**config.mk**
```make
export PLATFORM = sky130hd
export DESIGN_NAME = battle_engine
export DESIGN_NICKNAME = d
export VERILOG_FILES = /design/src/rtl/battle_engine.sv
export SDC_FILE = /design/constraint.sdc
export NUM_CORES = 1
export LEC_CHECK = 0
export CAP_MARGIN = 0
export CORE_MARGIN = 2
export CORE_UTILIZATION = 54
export CTS_CLUSTER_DIAMETER = 200
export CTS_CLUSTER_SIZE = 28
export DETAILED_ROUTE_END_ITERATION = 8
export GPL_TIMING_DRIVEN = 0
export HOLD_SLACK_MARGIN = 0.12
export PLACE_DENSITY = 0.91
export RECOVER_POWER = 25
export SLEW_MARGIN = 20
export SYNTH_ARGS = -nofsm -noshare
export SYNTH_HDL_FRONTEND = slang
export SYNTH_SLANG_ARGS = --single-unit
export TNS_END_PERCENT = 5
```
**constraint.sdc**
```tcl
create_clock -name clk -period 4.35 [get_ports clk]
set_clock_uncertainty 0.2 [all_clocks]
set_input_delay 1.0875 -clock clk [delete_from_list [all_inputs] [get_ports clk]]
set_output_delay 1.0875 -clock clk [all_outputs]
set_load 0.03 [all_outputs]
```
**src/rtl/battle_engine.sv**
```systemverilog
// battle_engine
// Turn-based combat resolver for the RPG datapath. The collision detector
// pulses battle_start. The engine then collects one attack choice per side
// through a valid handshake and resolves both attacks in the same cycle.
// Health saturates at zero. Sword and bat draw on limited ammo, while
// punch and kick are unlimited. Win/lose/draw goes to the HUD overlay.
//
// Optional feature macro: BATTLE_ACCURACY_EN
//   When it is defined, an 8-bit LFSR decides whether each attack hits.
//   When it is undefined, every attack hits and the ACC_* parameters are unused.
//
// Ports:
//   clk            system clock
//   rst_n          asynchronous active-low reset
//   battle_start   pulse that (re)starts a battle from IDLE or DONE
//   player_valid   player choice present this cycle
//   player_choice  00 punch, 01 kick, 10 sword, 11 bat
//   enemy_valid    enemy choice present this cycle
//   enemy_choice   same encoding as player_choice
//   player_hp      player health
//   enemy_hp       enemy health
//   player_sword, player_bat, enemy_sword, enemy_bat   remaining ammo
//   busy           high in COLLECT or RESOLVE
//   round_done     one-cycle pulse after each resolved round
//   player_win, enemy_win, draw   sticky result flags
module battle_engine #(
  parameter int HPW        = 7,
  parameter int AW         = 5,
  parameter int HP_MAX     = 100,
  parameter int SWORD_INIT = 4,
  parameter int BAT_INIT   = 3,
  parameter int DMG_P      = 5,
  parameter int DMG_K      = 10,
  parameter int DMG_S      = 20,
  parameter int DMG_B      = 40,
  parameter int ACC_P      = 255,
  parameter int ACC_K      = 204,
  parameter int ACC_S      = 102,
  parameter int ACC_B      = 77
) (
  input  logic           clk,
  input  logic           rst_n,
  input  logic           battle_start,
  input  logic           player_valid,
  input  logic [1:0]     player_choice,
  input  logic           enemy_valid,
  input  logic [1:0]     enemy_choice,
  output logic [HPW-1:0] player_hp,
  output logic [HPW-1:0] enemy_hp,
  output logic [AW-1:0]  player_sword,
  output logic [AW-1:0]  player_bat,
  output logic [AW-1:0]  enemy_sword,
  output logic [AW-1:0]  enemy_bat,
  output logic           busy,
  output logic           round_done,
  output logic           player_win,
  output logic           enemy_win,
  output logic           draw
);

  typedef enum logic [1:0] {IDLE, COLLECT, RESOLVE, DONE} state_t;

  // All damage arithmetic happens at health width.
  localparam logic [HPW-1:0] HP_MAX_W  = HPW'(HP_MAX);
  localparam logic [HPW-1:0] DMG_P_W   = HPW'(DMG_P);
  localparam logic [HPW-1:0] DMG_K_W   = HPW'(DMG_K);
  localparam logic [HPW-1:0] DMG_S_W   = HPW'(DMG_S);
  localparam logic [HPW-1:0] DMG_B_W   = HPW'(DMG_B);
  localparam logic [AW-1:0]  SWORD_I_W = AW'(SWORD_INIT);
  localparam logic [AW-1:0]  BAT_I_W   = AW'(BAT_INIT);
  localparam logic [AW-1:0]  AMMO_ONE  = AW'(1);

  state_t         state, state_next;
  logic           player_pend, enemy_pend;
  logic [1:0]     player_sel, enemy_sel;
  logic           player_hit, enemy_hit;
  logic [HPW-1:0] player_dmg, enemy_dmg;
  logic [HPW-1:0] player_hp_new, enemy_hp_new;
  logic [AW-1:0]  player_sword_new, player_bat_new;
  logic [AW-1:0]  enemy_sword_new, enemy_bat_new;
  logic           player_take, enemy_take;

  // Base damage of a weapon. An empty sword or bat deals nothing.
  function automatic logic [HPW-1:0] weapon_dmg(input logic [1:0] sel,
                                                input logic [AW-1:0] sword,
                                                input logic [AW-1:0] bat);
    logic [HPW-1:0] d;
    case (sel)
      2'b00:   d = DMG_P_W;
      2'b01:   d = DMG_K_W;
      2'b10:   d = (sword != '0) ? DMG_S_W : '0;
      default: d = (bat != '0) ? DMG_B_W : '0;
    endcase
    return d;
  endfunction

`ifdef BATTLE_ACCURACY_EN
  logic [7:0] lfsr;

  // Hit threshold for each weapon.
  function automatic logic [7:0] acc_thresh(input logic [1:0] sel);
    logic [7:0] t;
    case (sel)
      2'b00:   t = 8'(ACC_P);
      2'b01:   t = 8'(ACC_K);
      2'b10:   t = 8'(ACC_S);
      default: t = 8'(ACC_B);
    endcase
    return t;
  endfunction

  // Free-running Fibonacci LFSR with taps 8,6,5,4.
  always_ff @(posedge clk or negedge rst_n) begin
    if (!rst_n) lfsr <= 8'hA5;
    else        lfsr <= {lfsr[6:0], lfsr[7] ^ lfsr[5] ^ lfsr[4] ^ lfsr[3]};
  end

  // The enemy draws from the nibble-swapped LFSR value, so the two sides
  // do not roll identically.
  assign player_hit = (lfsr < acc_thresh(player_sel));
  assign enemy_hit  = ({lfsr[3:0], lfsr[7:4]} < acc_thresh(enemy_sel));
`else
  assign player_hit = 1'b1;
  assign enemy_hit  = 1'b1;
`endif

  // Both damages are computed from the pre-round state, so the exchange is
  // simultaneous. A miss still consumes ammo.
  always_comb begin
    player_dmg       = player_hit ? weapon_dmg(player_sel, player_sword, player_bat) : '0;
    enemy_dmg        = enemy_hit  ? weapon_dmg(enemy_sel, enemy_sword, enemy_bat)    : '0;
    enemy_hp_new     = (player_dmg >= enemy_hp) ? '0 : enemy_hp - player_dmg;
    player_hp_new    = (enemy_dmg >= player_hp) ? '0 : player_hp - enemy_dmg;
    player_sword_new = player_sword;
    player_bat_new   = player_bat;
    enemy_sword_new  = enemy_sword;
    enemy_bat_new    = enemy_bat;
    if (player_sel == 2'b10 && player_sword != '0) player_sword_new = player_sword - AMMO_ONE;
    if (player_sel == 2'b11 && player_bat   != '0) player_bat_new   = player_bat   - AMMO_ONE;
    if (enemy_sel  == 2'b10 && enemy_sword  != '0) enemy_sword_new  = enemy_sword  - AMMO_ONE;
    if (enemy_sel  == 2'b11 && enemy_bat    != '0) enemy_bat_new    = enemy_bat    - AMMO_ONE;
  end

  // A side's choice is taken only while that side has nothing pending.
  assign player_take = player_valid && !player_pend;
  assign enemy_take  = enemy_valid  && !enemy_pend;

  always_ff @(posedge clk or negedge rst_n) begin
    if (!rst_n) state <= IDLE;
    else        state <= state_next;
  end

  // A side counts as ready if it was already pending or if it is accepted
  // on this same edge.
  always_comb begin
    state_next = state;
    case (state)
      IDLE, DONE: if (battle_start) state_next = COLLECT;
      COLLECT: begin
        if ((player_pend || player_valid) && (enemy_pend || enemy_valid))
          state_next = RESOLVE;
      end
      RESOLVE: begin
        if (player_hp_new == '0 || enemy_hp_new == '0) state_next = DONE;
        else                                           state_next = COLLECT;
      end
      default: state_next = IDLE;
    endcase
  end

  always_ff @(posedge clk or negedge rst_n) begin
    if (!rst_n) begin
      player_hp    <= HP_MAX_W;
      enemy_hp     <= HP_MAX_W;
      player_sword <= SWORD_I_W;
      player_bat   <= BAT_I_W;
      enemy_sword  <= SWORD_I_W;
      enemy_bat    <= BAT_I_W;
      player_pend  <= 1'b0;
      enemy_pend   <= 1'b0;
      player_sel   <= 2'b00;
      enemy_sel    <= 2'b00;
      round_done   <= 1'b0;
      player_win   <= 1'b0;
      enemy_win    <= 1'b0;
      draw         <= 1'b0;
    end else begin
      round_done <= (state == RESOLVE);
      case (state)
        IDLE, DONE: begin
          if (battle_start) begin
            player_hp    <= HP_MAX_W;
            enemy_hp     <= HP_MAX_W;
            player_sword <= SWORD_I_W;
            player_bat   <= BAT_I_W;
            enemy_sword  <= SWORD_I_W;
            enemy_bat    <= BAT_I_W;
            player_win   <= 1'b0;
            enemy_win    <= 1'b0;
            draw         <= 1'b0;
          end
        end
        COLLECT: begin
          if (player_take) begin
            player_sel  <= player_choice;
            player_pend <= 1'b1;
          end
          if (enemy_take) begin
            enemy_sel  <= enemy_choice;
            enemy_pend <= 1'b1;
          end
        end
        RESOLVE: begin
          player_hp    <= player_hp_new;
          enemy_hp     <= enemy_hp_new;
          player_sword <= player_sword_new;
          player_bat   <= player_bat_new;
          enemy_sword  <= enemy_sword_new;
          enemy_bat    <= enemy_bat_new;
          player_pend  <= 1'b0;
          enemy_pend   <= 1'b0;
          if (player_hp_new == '0 && enemy_hp_new == '0) draw       <= 1'b1;
          else if (player_hp_new == '0)                  enemy_win  <= 1'b1;
          else if (enemy_hp_new == '0)                   player_win <= 1'b1;
        end
        default: ;
      endcase
    end
  end

  assign busy = (state == COLLECT) || (state == RESOLVE);

endmodule

```
==> results of run 1 <==
==> power by group through the flow <==
stage / Combinational, uW / Sequential, uW / Clock, uW
2_1_floorplan: 1200 / 810 / 0
3_3_place_gp: 1770 / 682 / 0
3_5_place_dp: 1850 / 687 / 0
4_1_cts: 1860 / 680 / 269
5_1_grt: 2060 / 697 / 286
6_report: 1880 / 684 / 263
==> worst paths after layout <==
| check | start | end | slack (ps) | cells past startpoint |
|---|---|---|---|---|
| max | player_sword[0] | enemy_win | 760 | 12 |
| min | player_win | player_win | 290 | 2 |
| max reg2reg | player_sword[0] | enemy_win | 760 | 12 |
| min reg2reg | player_win | player_win | 290 | 2 |
| max in group asynchronous | rst_n | state[1] | 1370 | 2 |
| min in group asynchronous | rst_n | player_sword[0] | 700 | 1 |
==> routing by layer <==
layer  GRT usage, %  vias to the layer above  part of all wire [%]
li1               -                     1196                     -
met4           6.96                        0                   2.4
met1           29.9                     1207                    43
met5              0                        -                     0
met3           4.94                       21                   5.0
met2           41.3                       94                    50
==> sequential cells by signal, indices dropped and copies added (netlist names) <==
register,count
enemy_hp,7
player_pend,1
enemy_sel,2
player_win,1
enemy_win,1
round_done,1
state,2
player_bat,5
player_hp,7
player_sel,2
draw,1
enemy_sword,5
enemy_bat,5
enemy_pend,1
player_sword,5
==> final cells by class <==
cell class / count / area (sq um) / area share, %
Multi-Input combinational cell: 231 / 1630 / 46.1
Sequential cell: 46 / 1170 / 33.0
Timing Repair Buffer: 48 / 468 / 13.2
Tap cell: 70 / 87.6 / 2.48
Inverter: 21 / 78.8 / 2.23
Clock buffer: 6 / 72.6 / 2.05
Buffer: 5 / 18.8 / 0.531
Clock inverter: 2 / 15.0 / 0.425
==> cells by family (layout without fill, tap and decap cells) <==
kind of cell | count (synthesis) | in the layout | share of synthesized area [%]
AOI/OAI and AO/OA | 70 | 70 | 17.1
xor gates and xnor gates | 19 | 19 | 5.76
adders and majority gates | 25 | 25 | 11.3
buffers and inverters | 26 | 82 | 3.38
DFF | 46 | 46 | 40.3
muxes | 6 | 6 | 2.29
and+or+nand+nor | 111 | 111 | 19.8
==> tightest hold or removal path, stage by stage, from the launching register on <==
cell and delay (ps):
dfrtp_1 350, nand2_1 50, o21ai_1 60
==> per-stage QoR <==
step	hold slack, ps	instance area (sq um)	power (uW)	utilization [%]	setup WS [ps]
after floorplan	289	2890	2010	-	1130
after global placement	278	3450	2450	67.1	817
after detailed placement	276	3460	2530	67.4	913
after CTS	295	3550	2810	69.1	790
after global routing	330	3530	3040	68.8	481
final	293	3530	2830	68.8	757
==> cell usage in the layout, fill, tap and decap left out, types with 6 or more instances in the layout <==
master	instances
nor3_1	6
ha_1	23
dfrtp_1	34
nand3b_1	6
xor2_1	11
o21ai_0	18
clkbuf_1	8
inv_1	21
xnor2_1	8
nor2_1	33
nand3_1	11
nand2_1	24
clkdlybuf4s50_1	46
dfstp_2	12
a21oi_1	13
==> flow_metrics.tcl, run 1 <==
set metrics [dict create \
    synth_area_leader_cell "dfrtp_1" \
    dpl.cell_count 421 \
    synth_top_cell_area_share_pct 29.4 \
    tightest_slew_ps 1490 \
    clk_pin_slew_ps 90 \
    routabilityCongestion 0.848 \
    portBuffers 47 \
    drt_iter0_markers 205 \
    fin_cells 429 \
    switching_share_pct 50.1 \
    grt_max_degree 30 \
    core_area_sq_um 5140 \
    hold_class "reg -> reg" \
    power_frac_seq_pct 24.1 \
    status "finished with violations" \
    grt.overflow.total 0 \
    syn_avg_cell_area_sq_um 9.54 \
    final_max_slew_viol_count 0 \
    hold_viol_final 0 \
    violations "max-capacitance violations" \
    die_x_um 77.2 \
    clock-root-buffer "clkbuf_8" \
    async_reset_ff_share_pct 100 \
    pin_count 48 \
    wire_per_inst_um 16.0 \
    drive_above_1_share_pct 8.91 \
    path_class "reg -> reg" \
    first_global_vias 2498 \
    max_stage_delay_ps 560 \
    p_int_uw 1410 \
    cts_buffer_depth 2 \
    drc 0 \
    power_frac_comb_pct 66.6 \
    diodes 0 \
    wl_um 6880 \
    rsz0062_at_grt "false" \
    yosys_register_bits 46 \
    synth_warnings 0 \
    die-area_sq_um 5960 \
    switchingPower_uw 1420 \
    antenna_found_initial 0 \
    antenna_left 0 \
    worstPathCellList "inv_1 > ha_1 > nor4b_1 > nor3b_2 > nor2_1 > ha_1 > a211oi_1 > o21bai_1 > a21oi_1 > xor2_1 > nor3_1 > o31ai_1" \
    postCtsHoldBufs 0 \
    cts_num_sinks 46 \
    viasPerCell 5.87 \
    max_freq_mhz 278 \
    initial_utilization_pct 56.3 \
    cp.required_ps 4360 \
    ir_worst_vdd_mv 0.554 \
    numCtsBuffers 5 \
    dp_hpwl_um 5150 \
    grt_pass1_wl_um 11400 \
    ys_types 58 \
    clkLatencyLatePin_ps 300 \
    fin_nets 392 \
    period_needed_ps 3590 \
    postCtsSetupBuffers 0 \
    track_usage_pct 23.8 \
    fin_setup_tns_ps 0 \
    leakage_uw 0.00149 \
    cp_common_cell "ha_1" \
    yosysSeqAreaShare_pct 40.3 \
    synth_common_cells "dfrtp_1 (34), nor2_1 (33), nand2_1 (24)" \
    die_h_um 77.2 \
    syn-num-nets 337 \
    ys.flop_type "dfrtp_1" \
    cp_max_fo 9 \
    nFillCells 408 \
    area_growth_syn_to_layout_pct 22.2 \
    synth_edf_count 0 \
    path_buf_inv 1 \
    max-slew-margin-rel_pct 0.525 \
    syn_area_sq_um 2890 \
    synthTopCellsByArea "dfrtp_1 (29%), dfstp_2 (11%), ha_1 (10%), nor2_1 (4.3%), xor2_1 (3.3%)" \
    cts_tree "built" \
    netlist_instances 303 \
    cts_resized 0 \
    crit_family "simple AND/OR/NAND/NOR gates" \
    min_period_over_period_pct 82.6 \
    setup_viol 0 \
    critPathCaptureType "flip-flop" \
    cap_viol_max_count 1 \
    clock_power_share_pct 9.3 \
    yosysMostFrequentCell "dfrtp_1" \
    htree_levels 2 \
    start_kind "flip-flop" \
    vias 2518 \
    drt_first_pass_iters 5 \
    crit_slowest_cell "nor3b_2" \
    cp.arrival_ps 3600 \
    placementRows 26 \
    powerDensity_nw_per_um2 801 \
]
Power figures use the tool's default switching activity.
==> run 2, diff against run 1 <==
--- a/config.mk
+++ b/config.mk
@@ -7,13 +7,13 @@
 export LEC_CHECK = 0
 export CAP_MARGIN = 0
 export CORE_MARGIN = 2
-export CORE_UTILIZATION = 54
+export CORE_UTILIZATION = 48
 export CTS_CLUSTER_DIAMETER = 200
 export CTS_CLUSTER_SIZE = 28
 export DETAILED_ROUTE_END_ITERATION = 8
 export GPL_TIMING_DRIVEN = 0
 export HOLD_SLACK_MARGIN = 0.12
-export PLACE_DENSITY = 0.91
+export PLACE_DENSITY = 0.86
 export RECOVER_POWER = 25
 export SLEW_MARGIN = 20
 export SYNTH_ARGS = -nofsm -noshare
==> constraint.sdc (replaced) <==
create_clock -name clk -period 3.3 [get_ports clk]
set_clock_uncertainty 0.2 [all_clocks]
set_input_delay 0.825 -clock clk [delete_from_list [all_inputs] [get_ports clk]]
set_output_delay 0.825 -clock clk [all_outputs]
set_load 0.03 [all_outputs]
==> run 2 against run 1 <==
  * The run now ends clean
  * Critical path depth is 1 lower
  * Via count fell by 0.16%
  * Core utilization is 6.4 points lower
  * Sequential power up 32%
  * Worst hold slack better by 7.2 ps
  * Global-route usage fell by 2.4 points
  * Power rose by 40%
  * First-iteration DRC count down 24%
  * Largest cell class unchanged
  * Largest power group unchanged
==> flow_metrics.tcl, run 2 (synthesis gave the netlist of run 1 again) <==
set metrics [dict create \
    status "complete, no violations" \
    die_h_um 81.6 \
    leakage_uw 0.00155 \
    tightest_slew_ps 1320 \
    rsz0062_at_grt "true" \
    crit_slowest_cell "or4b_1" \
    viasPerCell 5.70 \
    hold_class "reg -> reg" \
    period_needed_ps 3210 \
    multi_input_comb_area_sq_um 1680 \
    cp_max_fo 4 \
    track_usage_pct 21.4 \
    pin_count 48 \
    worstPathCellList "inv_1 > ha_1 > or4b_1 > o21ai_1 > ha_1 > a21o_1 > and2_1 > o31a_1 > o211a_1 > or3_1 > o21ai_1" \
    fin_util_pct 62.4 \
    max-slew-margin-rel_pct 12.1 \
    drive_above_1_share_pct 13.4 \
    die-area_sq_um 6660 \
    wl_um 6880 \
    path_class "reg -> reg" \
    power_frac_comb_pct 66.7 \
    vias 2514 \
    grt_pass1_wl_um 11000 \
    diodes 0 \
    cap_viol_max_count 0 \
    antenna_left 0 \
    wire_per_inst_um 15.6 \
    min_period_over_period_pct 97.2 \
    numCtsBuffers 5 \
    first_global_vias 2350 \
    max_freq_mhz 312 \
    grt.overflow.total 0 \
    dp_hpwl_um 4850 \
    fin_nets 399 \
    grt_max_degree 27 \
    antenna_found_initial 0 \
    p_int_uw 2050 \
    switchingPower_uw 1910 \
    switching_share_pct 48.2 \
    cp.arrival_ps 3230 \
    reg2reg_depth 11 \
    routabilityCongestion 0.862 \
    hold_depth 2 \
    ir_worst_vdd_mv 0.460 \
    drc 0 \
    cp.required_ps 3330 \
    die_x_um 81.6 \
    setup_viol 0 \
    power_frac_seq_pct 22.8 \
    htree_levels 2 \
    clock_power_share_pct 10.6 \
    portBuffers 47 \
    crit_family "compound AO/OA/AOI/OAI gates" \
    start_kind "flip-flop" \
    powerDensity_nw_per_um2 1080 \
    top_regs "enemy_hp x7, player_hp x7" \
    final_max_slew_viol_count 0 \
    layout_commonest_cell "clkdlybuf4s50_1" \
    cts_tree "built" \
    area_growth_syn_to_layout_pct 27.0 \
    nFillCells 492 \
    drt_iter0_markers 156 \
    clkLatencyLatePin_ps 300 \
    cp.depth 11 \
    clk_pin_slew_ps 90 \
    cts_buffer_depth 2 \
    critPathCaptureType "flip-flop" \
    seqCellArea_sq_um 1170 \
    fin_cells 441 \
    initial_utilization_pct 49.1 \
    hold_viol_final 0 \
    drt_first_pass_iters 4 \
    final_cell_mix "clkdlybuf4s50_1 (46), dfrtp_1 (33), nor2_1 (32), nand2_1 (24)" \
    path_buf_inv 1 \
    placementRows 28 \
    cts_num_sinks 46 \
    total_power_uw 3960 \
    clock-root-buffer "clkbuf_8" \
    core_area_sq_um 5890 \
    max_stage_delay_ps 480 \
    dpl.cell_count 426 \
]
==> run 2: area by class of cell <==
cell class / count / share of cell area (%)
multi-input cells: 231 / 45.8
flip-flops and latches: 46 / 31.8
repair buffers: 55 / 14.2
well taps: 75 / 2.56
inverters: 21 / 2.15
clock buffers: 6 / 1.98
clock inverters: 2 / 1.02
plain buffers: 5 / 0.511
==> run 2: path summary, 6_finish.rpt <==
| check | startpoint | end | slack [ps] |
|---|---|---|---|
| setup / recovery | enemy_bat[0] | player_win | 90 |
| hold / removal | enemy_win | enemy_win | 300 |
| setup reg to reg | enemy_bat[0] | player_win | 90 |
| hold reg to reg | enemy_win | enemy_win | 300 |
| max in group asynchronous | rst_n | player_sword[0] | 570 |
| min in group asynchronous | rst_n | enemy_sword[4] | 600 |
==> run 2: power by group through the flow <==
stage / Combinational [uW] / Clock [uW] / Sequential, uW
2_1_floorplan: 1580 / 0 / 1070
4_1_cts: 2470 / 425 / 897
3_5_place_dp: 2410 / 0 / 905
6_report: 2640 / 419 / 902
5_1_grt: 2900 / 447 / 929
3_3_place_gp: 2330 / 0 / 898
==> run 2: metal layers <==
layer / wire (um) / vias up / part of all wire [%] / track usage, %
met5: 0 / - / 0 / 0
met4: 94 / 0 / 1.4 / 7.33
met3: 346 / 13 / 5.0 / 3.85
met2: 3440 / 69 / 50 / 35.2
met1: 3000 / 1228 / 44 / 28.7
li1: - / 1204 / - / -
==> run 2: per-stage QoR <==
stage               instance area [sq um]  setup WS (ps)  setup TNS (ps)  hold WS (ps)
finish                               3670           93.8               0           300
global route                         3670          -64.7            -192           309
CTS                                  3620           40.1               0           296
detailed placement                   3480           -158            -706           276
global placement                     3460          -66.5           -1250           281
floorplan                            2890           76.3               0           289
==> run 2: worst register-to-register path: stages, from the launching register on <==
cell and delay, ps:
dfstp_2 390, inv_1 80, ha_1 140, or4b_1 480, o21ai_1 190, ha_1 280
a21o_1 200, and2_1 150, o31a_1 320, o211a_1 260, or3_1 310, o21ai_1 140
==> run 2: what timing repair did <==
item,CTS,global route
endpoints found under the setup margin,8,12
hold buffers,0,0
buffers inserted,4,3
resized for setup,1,11
cloned,0,0
hold endpoints to repair,0,0
pin swaps,3,2
==> run 3, diff against run 2 <==
--- a/config.mk
+++ b/config.mk
@@ -5,11 +5,12 @@
 export SDC_FILE = /design/constraint.sdc
 export NUM_CORES = 1
 export LEC_CHECK = 0
+export ABC_AREA = 1
 export CAP_MARGIN = 0
 export CORE_MARGIN = 2
-export CORE_UTILIZATION = 48
+export CORE_UTILIZATION = 49
 export CTS_CLUSTER_DIAMETER = 200
-export CTS_CLUSTER_SIZE = 28
+export CTS_CLUSTER_SIZE = 10
 export DETAILED_ROUTE_END_ITERATION = 8
 export GPL_TIMING_DRIVEN = 0
 export HOLD_SLACK_MARGIN = 0.12
==> run 3 against run 2 <==
  * Routed wire length is 0.81% higher
  * Maximum frequency increased by 3.6%
  * Critical endpoint is now state[1]
  * Non-clock buffer count decreased by 8
  * Flip-flop and latch count stayed put
  * Register-to-register slack better by 110 ps
  * Area after synthesis grew 1.8%
  * Via count is 7.9% higher
==> flow_metrics.tcl, run 3 <==
set metrics [dict create \
    htree_levels 2 \
    cts_buffer_depth 2 \
    min_period_over_period_pct 93.7 \
    fin_setup_tns_ps 0 \
    drive_above_1_share_pct 9.45 \
    syn_avg_cell_area_sq_um 7.81 \
    status "complete, no violations" \
    cts_tree "built" \
    synth_common_cells "nand2_1 (72), inv_1 (60), nor2_1 (36)" \
    reg2reg_depth 19 \
    synth_area_leader_cell "dfrtp_1" \
    area_growth_syn_to_layout_pct 23.0 \
    dp_hpwl_um 5310 \
    reg2reg_slack_ps 210 \
    wl_um 6940 \
    path_buf_inv 2 \
    hold_class "reg -> reg" \
    cp.arrival_ps 3140 \
    r2r-end "state[1]" \
    yosysMostFrequentCell "nand2_1" \
    crit_family "simple AND/OR/NAND/NOR gates" \
    layout_commonest_cell "nand2_1" \
    max_stage_delay_ps 430 \
    multi_input_comb_area_sq_um 1540 \
    numCtsBuffers 5 \
    cts_num_sinks 46 \
    holdPathEnd "enemy_hp[2]" \
    yosys_register_bits 46 \
    postCtsHoldBufs 0 \
    synth_edf_count 0 \
    routabilityCongestion 0.936 \
    drt_iter0_markers 165 \
    max_freq_mhz 323 \
    die-area_sq_um 6640 \
    top_regs "enemy_hp x7, player_hp x7" \
    viasPerCell 5.33 \
    period_needed_ps 3090 \
    die_x_um 81.5 \
    hold_depth 2 \
    drt_first_pass_iters 4 \
    cap_viol_max_count 0 \
    synth_top_cell_area_share_pct 28.9 \
    clkLatencyLatePin_ps 300 \
    hold_start "enemy_hp[2]" \
    hold_viol_final 0 \
    pin_count 48 \
    async_reset_ff_share_pct 100 \
    r2r_start "player_sword[1]" \
    antenna_left 0 \
    critPathCaptureType "flip-flop" \
    fin_nets 467 \
    track_usage_pct 21.9 \
    diodes 0 \
    cp_common_cell "nand2_1" \
    cp_max_fo 5 \
    final_max_slew_viol_count 0 \
    ys.flop_type "dfrtp_1" \
    wire_per_inst_um 13.6 \
    netlist_instances 377 \
    vias 2712 \
    synth_warnings 0 \
    portBuffers 47 \
    placementRows 28 \
    die_h_um 81.5 \
    ys_types 37 \
    rsz0062_at_grt "false" \
    tightest_slew_ps 1410 \
    first_global_vias 2541 \
    start_kind "flip-flop" \
    initial_utilization_pct 50.3 \
    clock-root-buffer "clkbuf_8" \
    yosysSeqAreaShare_pct 39.6 \
    drc 0 \
    grt.overflow.total 0 \
    nFillCells 494 \
    cp.required_ps 3340 \
    setup_viol 0 \
    crit_slowest_cell "dfrtp_1" \
    max-slew-margin-rel_pct 6.11 \
    worstPathCellList "inv_1 > ha_1 > nand3_1 > nand3_2 > inv_1 > nor2_1 > ha_1 > or2_2 > nand3_1 > nand2_1 > nand2_1 > nand2_1 > o21ai_0 > nand3_1 > nand2_1 > nand2_1 > nand2_1 > nand2_1 > nand2_1" \
    synthTopCellsByArea "dfrtp_1 (29%), dfstp_2 (11%), ha_1 (9.8%), nand2_1 (9.2%), inv_1 (7.7%)" \
    clk_pin_slew_ps 90 \
    fin_util_pct 61.8 \
    syn_area_sq_um 2940 \
    seqCellArea_sq_um 1170 \
    syn-num-nets 411 \
    grt_pass1_wl_um 11300 \
    grt_max_degree 26 \
    path_class "reg -> reg" \
    antenna_found_initial 0 \
    core_area_sq_um 5850 \
    final_cell_mix "nand2_1 (72), inv_1 (59), clkdlybuf4s50_1 (46), nor2_1 (35), dfrtp_1 (34)" \
]
==> run 3: changes by cell type after synthesis, moves of 4 or more <==
cell and delta:
nand2_1 +48, inv_1 +39, nand3_1 +21, a21oi_1 +14
nand3b_1 -6, xnor2_1 -6, mux2_2 -5, nor2b_1 -4
o21ai_0 +4, or3_1 -4, xor2_1 -4
==> run 3: per-stage QoR <==
| stage | worst slack [ps] | cells | hold WS, ps | area (sq um) |
|---|---|---|---|---|
| 3_3_place_gp | -102 | 499 | 303 | 3510 |
| 5_1_grt | 51.6 | 509 | 337 | 3620 |
| 6_report | 206 | 509 | 318 | 3620 |
| 2_1_floorplan | 551 | 377 | 286 | 2940 |
| 4_1_cts | 214 | 508 | 311 | 3610 |
| 3_5_place_dp | 272 | 500 | 306 | 3520 |
==> run 3: logic make-up after synthesis <==
logic type                 share of synthesized area, %
xor gates and xnor gates                           2.68
adders and majority gates                          11.1
DFF                                                39.6
buffers and inverters                              8.76
and+or+nand+nor                                    24.4
AOI/OAI and AO/OA                                  13.4
==> run 3: area by class of cell <==
class	count	share of cell area (%)
plain buffers	3	0.519
clock buffers	6	2.01
clock inverters	2	0.380
inverters	63	6.60
multi-input cells	265	42.5
flip-flops and latches	46	32.2
well taps	75	2.59
repair buffers	49	13.1
==> run 3: timing repair <==
action / 4_1_cts / 5_1_grt
buffers inserted: 0 / 1
hold endpoints to repair: 0 / 0
setup endpoints to repair: 0 / 4
gates resized for setup: 0 / 4
==> run 3: worst reg2reg max path: stages (launching register included) <==
cell	delay, ps
dfrtp_1	430
inv_1	130
ha_1	170
nand3_1	110
nand3_2	110
inv_1	80
nor2_1	150
ha_1	310
or2_2	290
nand3_1	110
nand2_1	60
nand2_1	50
nand2_1	60
o21ai_0	270
nand3_1	180
nand2_1	120
nand2_1	60
nand2_1	70
nand2_1	40
nand2_1	60
==> run 3: layer usage <==
layer / routed length (um) / track usage (%)
met1: 3170 / 28.8
met2: 3370 / 38.1
met4: 72 / 4.75
met5: 0 / 0
met3: 325 / 3.52
==> run 3: worst max path at each step <==
stage                    start     endpoint  cells after the start
2_1_floorplan  player_sword[0]   player_win                     17
3_3_place_gp             rst_n  enemy_hp[4]                      1
3_5_place_dp     player_bat[0]     state[1]                     18
4_1_cts        player_sword[0]     state[1]                     19
5_1_grt          player_bat[0]     state[1]                     18
6_report       player_sword[1]     state[1]                     19
Power of run 3 is left out: the tool's default activity adds up to more than one toggle a clock period on the data nets, which glitch-free logic cannot reach.
